`config.mk`:
```
export PLATFORM = sky130hd
export DESIGN_NAME = conv_frame_encoder
export DESIGN_NICKNAME = d
export VERILOG_FILES = /design/src/rtl/conv_frame_encoder.sv
export SDC_FILE = /design/constraint.sdc
export NUM_CORES = 1
export LEC_CHECK = 0
export ABC_AREA = 1
export CAP_MARGIN = 20
export CELL_PAD_IN_SITES_DETAIL_PLACEMENT = 0
export CELL_PAD_IN_SITES_GLOBAL_PLACEMENT = 1
export CORE_UTILIZATION = 39
export CTS_CLUSTER_DIAMETER = 150
export DETAILED_ROUTE_END_ITERATION = 8
export PLACE_DENSITY_LB_ADDON = 0.12
export SLEW_MARGIN = 20
export SYNTH_ARGS = -nofsm -noshare
export SYNTH_HDL_FRONTEND = slang
export SYNTH_SLANG_ARGS = --single-unit
```
`constraint.sdc`:
```
create_clock -name clk -period 2.2 [get_ports clk]
set_input_delay 0.44 -clock clk [delete_from_list [all_inputs] [get_ports clk]]
set_output_delay 0.44 -clock clk [all_outputs]
set_load 0.005 [all_outputs]
```
`src/rtl/conv_frame_encoder.sv`:
```
// Convolutional frame encoder: one k*L-bit message in, L n-bit code words out,
// using runtime-loaded generator polynomials. Vectors are MSB-first: bit "0" is the MSB.
module conv_frame_encoder #(
   parameter int N = 4,
   parameter int K = 2,
   parameter int M = 4,
   parameter int L = 6,
   localparam int A = $clog2(N)
) (
   input  logic             clk,
   input  logic             reset,
   input  logic             load,
   input  logic [A-1:0]     address,
   input  logic [M-1:0]     data,
   input  logic             start,
   input  logic [K*L-1:0]   message,
   input  logic             enable,
   input  logic             restart,
   output logic [N-1:0]     encoded,
   output logic             valid,
   output logic             busy,
   output logic             done,
   output logic [N*L-1:0]   frame,
   output logic             tail_ok
);

   localparam int CW = $clog2(L + 1);

   typedef enum logic [1:0] {S_IDLE, S_ENCODE, S_DONE} state_t;

   state_t           r_state;
   state_t           w_next;
   logic [M-1:0]     r_poly [N];
   logic [K*L-1:0]   r_msg;
   logic [M-K-1:0]   r_st;
   logic [CW-1:0]    r_cnt;
   logic [N-1:0]     r_enc;
   logic             r_valid;
   logic             r_busy;
   logic             r_done;
   logic [N*L-1:0]   r_frame;
   logic             r_tail;

   logic             w_accept;
   logic             w_step;
   logic             w_load;
   logic [K-1:0]     w_slice;
   logic [M-1:0]     w_x;
   logic [N-1:0]     w_code;

   // Slice j is the j-th K-bit group counted from the message MSB.
   always_comb begin
      w_slice = '0;
      for (int j = 0; j < L; j++) begin
         if (r_cnt == CW'(j)) w_slice = r_msg[K*L-1-K*j -: K];
      end
   end

   assign w_x = {w_slice, r_st};

   always_comb begin
      w_code = '0;
      for (int i = 0; i < N; i++) begin
         w_code[N-1-i] = ^(r_poly[i] & w_x);
      end
   end

   always_comb begin
      w_next   = r_state;
      w_accept = 1'b0;
      w_step   = 1'b0;
      w_load   = 1'b0;
      if (restart) begin
         w_next = S_IDLE;
      end else begin
         case (r_state)
            S_IDLE: begin
               if (load) begin
                  w_load = (32'(address) < N);
               end else if (start) begin
                  w_accept = 1'b1;
                  w_next   = S_ENCODE;
               end
            end
            S_ENCODE: begin
               if (enable) begin
                  w_step = 1'b1;
                  if (r_cnt == CW'(L - 1)) w_next = S_DONE;
               end
            end
            S_DONE:  w_next = S_IDLE;
            default: w_next = S_IDLE;
         endcase
      end
   end

   always_ff @(posedge clk or negedge reset) begin
      if (!reset) begin
         r_state <= S_IDLE;
         for (int i = 0; i < N; i++) r_poly[i] <= '0;
         r_msg   <= '0;
         r_st    <= '0;
         r_cnt   <= '0;
         r_enc   <= '0;
         r_valid <= 1'b0;
         r_busy  <= 1'b0;
         r_done  <= 1'b0;
         r_frame <= '0;
         r_tail  <= 1'b0;
      end else begin
         r_state <= w_next;
         r_valid <= w_step;
         r_done  <= (r_state == S_DONE) && !restart;
         if (w_load) r_poly[address] <= data;
         if (restart) begin
            r_st    <= '0;
            r_cnt   <= '0;
            r_busy  <= 1'b0;
            r_frame <= '0;
         end else if (w_accept) begin
            r_msg   <= message;
            r_st    <= '0;
            r_cnt   <= '0;
            r_busy  <= 1'b1;
            r_frame <= '0;
            r_tail  <= (message[M-K-1:0] == '0);
         end else if (w_step) begin
            r_enc <= w_code;
            r_st  <= w_x[M-1 -: M-K];
            r_cnt <= r_cnt + CW'(1);
            for (int j = 0; j < L; j++) begin
               if (r_cnt == CW'(j)) r_frame[N*L-1-N*j -: N] <= w_code;
            end
         end else if (r_state == S_DONE) begin
            r_busy <= 1'b0;
         end
      end
   end

   assign encoded = r_enc;
   assign valid   = r_valid;
   assign busy    = r_busy;
   assign done    = r_done;
   assign frame   = r_frame;
   assign tail_ok = r_tail;

endmodule

```
==> results of run 1 <==
[final cells by class]
type,count,area (um2)
multi-input combinational,261,1440
clock inverter,5,30.0
tap,102,128
timing repair buffer,71,681
fill,753,3630
sequential,67,1680
inverter,44,165
clock buffer,10,138
[cell families after synthesis]
| kind of cell | synth area share, % |
|---|---|
| AO/OA/AOI/OAI | 5.47 |
| XOR/XNOR | 1.08 |
| adder cells (fa/ha/maj) | 1.93 |
| buffers and inverters | 6.01 |
| flip-flops | 51.6 |
| AND/OR/NAND/NOR | 33.9 |
[power by group through the flow]
stage | logic (mW) | registers [mW] | clock network (mW)
after global placement | 0.574 | 1.49 | 0
final | 0.600 | 1.47 | 0.885
after global routing | 0.686 | 1.49 | 0.975
after detailed placement | 0.585 | 1.49 | 0
after floorplan | 0.344 | 1.47 | 0
after CTS | 0.588 | 1.47 | 0.917
[final timing paths]
| path | start | to | slack, ns | depth (start not counted) |
|---|---|---|---|---|
| worst max-delay path | r_cnt[0] | frame[4] | 0.13 | 15 |
| worst min-delay path | reset | encoded[3] | 0.46 | 2 |
| worst max register to register | r_cnt[0] | frame[4] | 0.13 | 15 |
| worst min register to register | r_msg[2] | r_msg[2] | 0.47 | 2 |
| max in group asynchronous | reset | r_cnt[2] | 1.08 | 3 |
| min in group clk | r_msg[2] | r_msg[2] | 0.47 | 2 |
[through the flow]
| stage | total power [mW] | worst slack (ns) |
|---|---|---|
| floorplan | 1.82 | 0.395 |
| global placement | 2.06 | 0.147 |
| detailed placement | 2.08 | 0.0832 |
| CTS | 2.97 | 0.0656 |
| global route | 3.15 | -0.0225 |
| finish | 2.96 | 0.133 |
[layer usage]
metal  track usage [%]  wire (um)  vias up
met1              28.1       3910     1264
met3              4.47        260       10
met4              8.08        115        0
met2              27.8       3370       59
met5                 0          0        -
li1                  -          -     1377
[cell usage after synthesis (all sizes together) (2+ instances only)]
cell / n / area, um2
buf: 4 / 22.5
xnor2: 4 / 35.0
nor3: 2 / 10.0
ha: 5 / 62.6
clkbuf: 2 / 7.51
dfrtp: 67 / 1680
nor2: 16 / 88.8
clkinv: 2 / 7.51
o21ai: 26 / 130
a21oi: 5 / 25.0
inv: 42 / 158
nand4: 27 / 188
nand2: 144 / 608
nand3: 27 / 193
[state kept, by name, indices dropped and copies added (netlist names)]
register and cells:
r_state 2, frame 24, r_poly 16, done 1, r_st 2, busy 1, r_msg 12, r_cnt 3
valid 1, encoded 4, tail_ok 1
[critical path: cells and delay by family (launching register included)]
family        cells  cell delay, ns
fa+ha+maj         1            0.14
buf+inv           3            0.23
flops             1            0.41
simple gates     11            1.17
[timing repair]
| action | 4_1_cts | 5_1_grt |
|---|---|---|
| hold buffers | 1 | 0 |
| setup buffers | 0 | 4 |
| endpoints found under the setup margin | 0 | 23 |
| hold endpoints to repair | 6 | 0 |
| resized for setup | 0 | 17 |
==> flow_summary.toml, run 1 <==
[drt]
wl_um = 7660
drt_iter0_drc = 92
num_vias = 2710
avgViaCountPerCell = 4.84
avgRoutedWirePerCell_um = 13.7
ant_nets = 0
drc = 0
firstDrtPassIters = 4

[status]
status = "complete, no violations"

[yosys]
synth_area_um2 = 3250
synth_edf_count = 0
synth.distinct_cells = 29
syn-instance-count = 378
yosysSeqAreaShare_pct = 51.6
ys_ff_latch = 67
async_flop_share_pct = 100
synthFlopType = "dfrtp_1"
syn-num-nets = 407
avgSynthCellArea_um2 = 8.59
ys_warn_count = 0

[global_routing]
antenna_found_initial = 0
grt_pass1_wl_um = 12700
grt_use_total_pct = 19.4
grt_overflow_total = 0
grt_pass1_vias = 2529
grt_max_degree = 32

[cells_and_area]
postLayoutCoreUtil_pct = 54.0
layout.nets = 483
final_cells = 560
syn_to_final_growth_pct = 31.2
design_area_um2 = 4260
n_antenna_cell = 0
drive_gt1_share_pct = 17.5
layout_commonest_cell = "nand2_1"
final_cell_mix = "nand2_1 (128), dfrtp_1 (66), clkdlybuf4s50_1 (54), inv_1 (32), o21ai_0 (26)"

[placed_design]
placed_area_um2 = 3990
gp_congestion = 0.810
port_buffers = 55
place_inst = 540
dp_hpwl_um = 5600

[critical_path]
path_cells = "inv_2 -> ha_4 -> inv_2 -> nor2_4 -> inv_2 -> nand3_2 -> nand2_1 -> nand2_1 -> nand2_2 -> nand2_4 -> nand4_1 -> nand2_2 -> nand2_4 -> nand4_1 -> nand2_1"
max_stage_delay_ns = 0.41
worst-path-max-fanout = 7
critPathCaptureType = "flop"
critical_path.startpoint_type = "flop"
worstSetupPathType = "reg -> reg"
slowest_stage = "dfrtp_1"
cp_data_required_time_ns = 2.43
worstPathArrival_ns = 2.30

[pwr]
peakVddDrop_mv = 0.258
powerDensity_nw_per_um2 = 694
p_int_mw = 2.05
p_clk_share_pct = 29.9
p_leak_nw = 2.11
p_switching_mw = 0.902
swShare_pct = 30.5
combPwrFrac_pct = 20.3
power_frac_seq_pct = 49.8

[cts]
clock_path_buffers = 2
clkTransAtPathRegs_ns = 0.07
clock-sinks = 67
h-tree-depth = 3
clock-root-buffer = "clkbuf_8"
cts_tree = "built"
numCtsBuffers = 9
insertion_delay_ns = 0.35

[timing]
timing.setup.tns_ns = 0
drv_slew = 0
final_hold_viol_count = 0
timing.fmax_mhz = 484
setup_viol = 0
fin_crit_sh_pct = 94.0
whs_ns = 0.456
slew_headroom_pct = 72.8
tightest_slew_ns = 0.408
period_needed_ns = 2.07
fin_skew_ns = 0.0110

[floorplanning]
die_y_um = 93.2
start_util_pct = 41.2
rows = 32
die_w_um = 93.2
pin_count = 56
dieArea_um2 = 8690
core_area_um2 = 7890

[min_path]
hold_path_class = "in -> async"

[run]
drv_cap = 0
Note: power is estimated with default switching activity, not from simulation.
==> run 2: changes to the inputs <==
- CTS_CLUSTER_SIZE: not set -> 10
==> results of run 2 <==
No change in the layout: final DEF, timing and power equal those of run 1.
==> run 3: changes to the inputs <==
- CORE_ASPECT_RATIO: not set -> 0.7
==> flow_summary.toml, run 3 (synthesized netlist as in run 1, its figures left out) <==
[status]
status = "finished, violations left"
violations = "design-rule violations"

[run]
drv_cap = 0

[placed_design]
port_buffers = 55
dp_hpwl_um = 5860
gp_congestion = 0.824
placed_area_um2 = 3980

[critical_path]
critPathCaptureType = "flop"
worstPathArrival_ns = 2.27
path_cells = "inv_2 -> ha_4 -> inv_1 -> nor2_2 -> nand2_1 -> nand3_1 -> nand2_1 -> nand2_1 -> nand2_2 -> nand2_4 -> nand4_1 -> nand2_2 -> nand2_4 -> nand4_1 -> nand2_1"
worstSetupPathType = "reg -> reg"
crit_path_frequent_cell = "nand2_1"
cpLargestDelayFamily = "simple AND/OR/NAND/NOR gates"
slowest_stage = "dfrtp_1"
critPathBufInv = 2
worst-path-max-fanout = 7
critical_path.startpoint_type = "flop"
max_stage_delay_ns = 0.42
cp_data_required_time_ns = 2.42

[timing]
slew_headroom_pct = 70.8
drv_slew = 0
tightest_slew_ns = 0.436
setup_viol = 0
fin_skew_ns = 0.00786
final_hold_viol_count = 0
fin_crit_sh_pct = 93.6
period_needed_ns = 2.06
timing.fmax_mhz = 486

[cts]
clock_path_buffers = 2
numCtsBuffers = 9
clock-root-buffer = "clkbuf_16"
h-tree-depth = 3
cts_hold_buf = 0
clock-sinks = 67
insertion_delay_ns = 0.33
cts_tree = "built"
clkTransAtPathRegs_ns = 0.05

[cells_and_area]
syn_to_final_growth_pct = 33.8
drive_gt1_share_pct = 16.2
largest_reg_flops = 24
final_cell_mix = "nand2_1 (128), dfrtp_1 (65), clkdlybuf4s50_1 (54), inv_1 (35), o21ai_0 (26)"
n_antenna_cell = 0
layout_commonest_cell = "nand2_1"
design_area_um2 = 4340
layout.nets = 480

[pwr]
powerDensity_nw_per_um2 = 805
peakVddDrop_mv = 0.409
p_leak_nw = 2.16
power.total_mw = 3.50

[floorplanning]
dieArea_um2 = 8700
die_w_um = 111
rows = 27
die_y_um = 78.3
start_util_pct = 40.7
pin_count = 56
core_area_um2 = 7970

[drt]
wl_um = 8240
num_vias = 2723
drc = 14
avgRoutedWirePerCell_um = 14.8
firstDrtPassIters = 8
ant_nets = 0
drt_iter0_drc = 162
avgViaCountPerCell = 4.89

[global_routing]
grt_overflow_total = 0
grt_use_total_pct = 21.1
antenna_found_initial = 0
grt_pass1_vias = 2678
grt_max_degree = 68
grt_pass1_wl_um = 13900

[min_path]
hold_path_class = "in -> async"
[run 3: through the flow]
step	cells	hold WS, ns	setup TNS [ns]	util, %	worst slack, ns
4_1_cts	554	0.133	0	53.6	0.0900
3_5_place_dp	538	0.466	-0.501	49.9	-0.131
2_1_floorplan	378	0.144	0	-	0.395
3_3_place_gp	538	0.461	-0.507	49.9	-0.135
5_1_grt	557	0.162	-0.0405	54.5	-0.0240
6_report	557	0.123	0	54.5	0.141
[run 3: timing repair]
| action | 4_1_cts | 5_1_grt |
|---|---|---|
| endpoints found under the setup margin | 0 | 20 |
| gates resized for setup | 0 | 12 |
| buffers inserted | 0 | 3 |
[run 3: final cells by class]
cell class,instances,area (um2)
clock inverter,5,52.6
inverter,44,168
tap,101,126
clock buffer,11,243
multi-input combinational,261,1420
timing repair buffer,68,656
fill,750,3630
sequential,67,1680
[run 3: routing by layer]
metal / up-vias / wire, um / global-route usage [%]
met4: 0 / 38 / 5.68
met5: - / 0 / 0
met2: 71 / 3310 / 30.1
met3: 4 / 487 / 6.87
met1: 1271 / 4410 / 30.5
li1: 1377 / - / -
[run 3: where the power goes]
part           internal (mW)  switching (mW)  leakage [nW]
clock                  0.901           0.519         0.145
combinational          0.249           0.355          1.13
sequential              1.38          0.0925         0.885
[run 3: worst paths after layout]
check / to / from / depth (start not counted) / slack [ns]
worst max register to register: frame[8] / r_cnt[1] / 15 / 0.14
max in group asynchronous: r_cnt[0] / reset / 2 / 1.75
min in group clk: frame[6] / frame[6] / 2 / 0.47
worst min-delay path: r_poly[4] / reset / 2 / 0.12
worst min register to register: frame[6] / frame[6] / 2 / 0.47
worst max-delay path: frame[8] / r_cnt[1] / 15 / 0.14
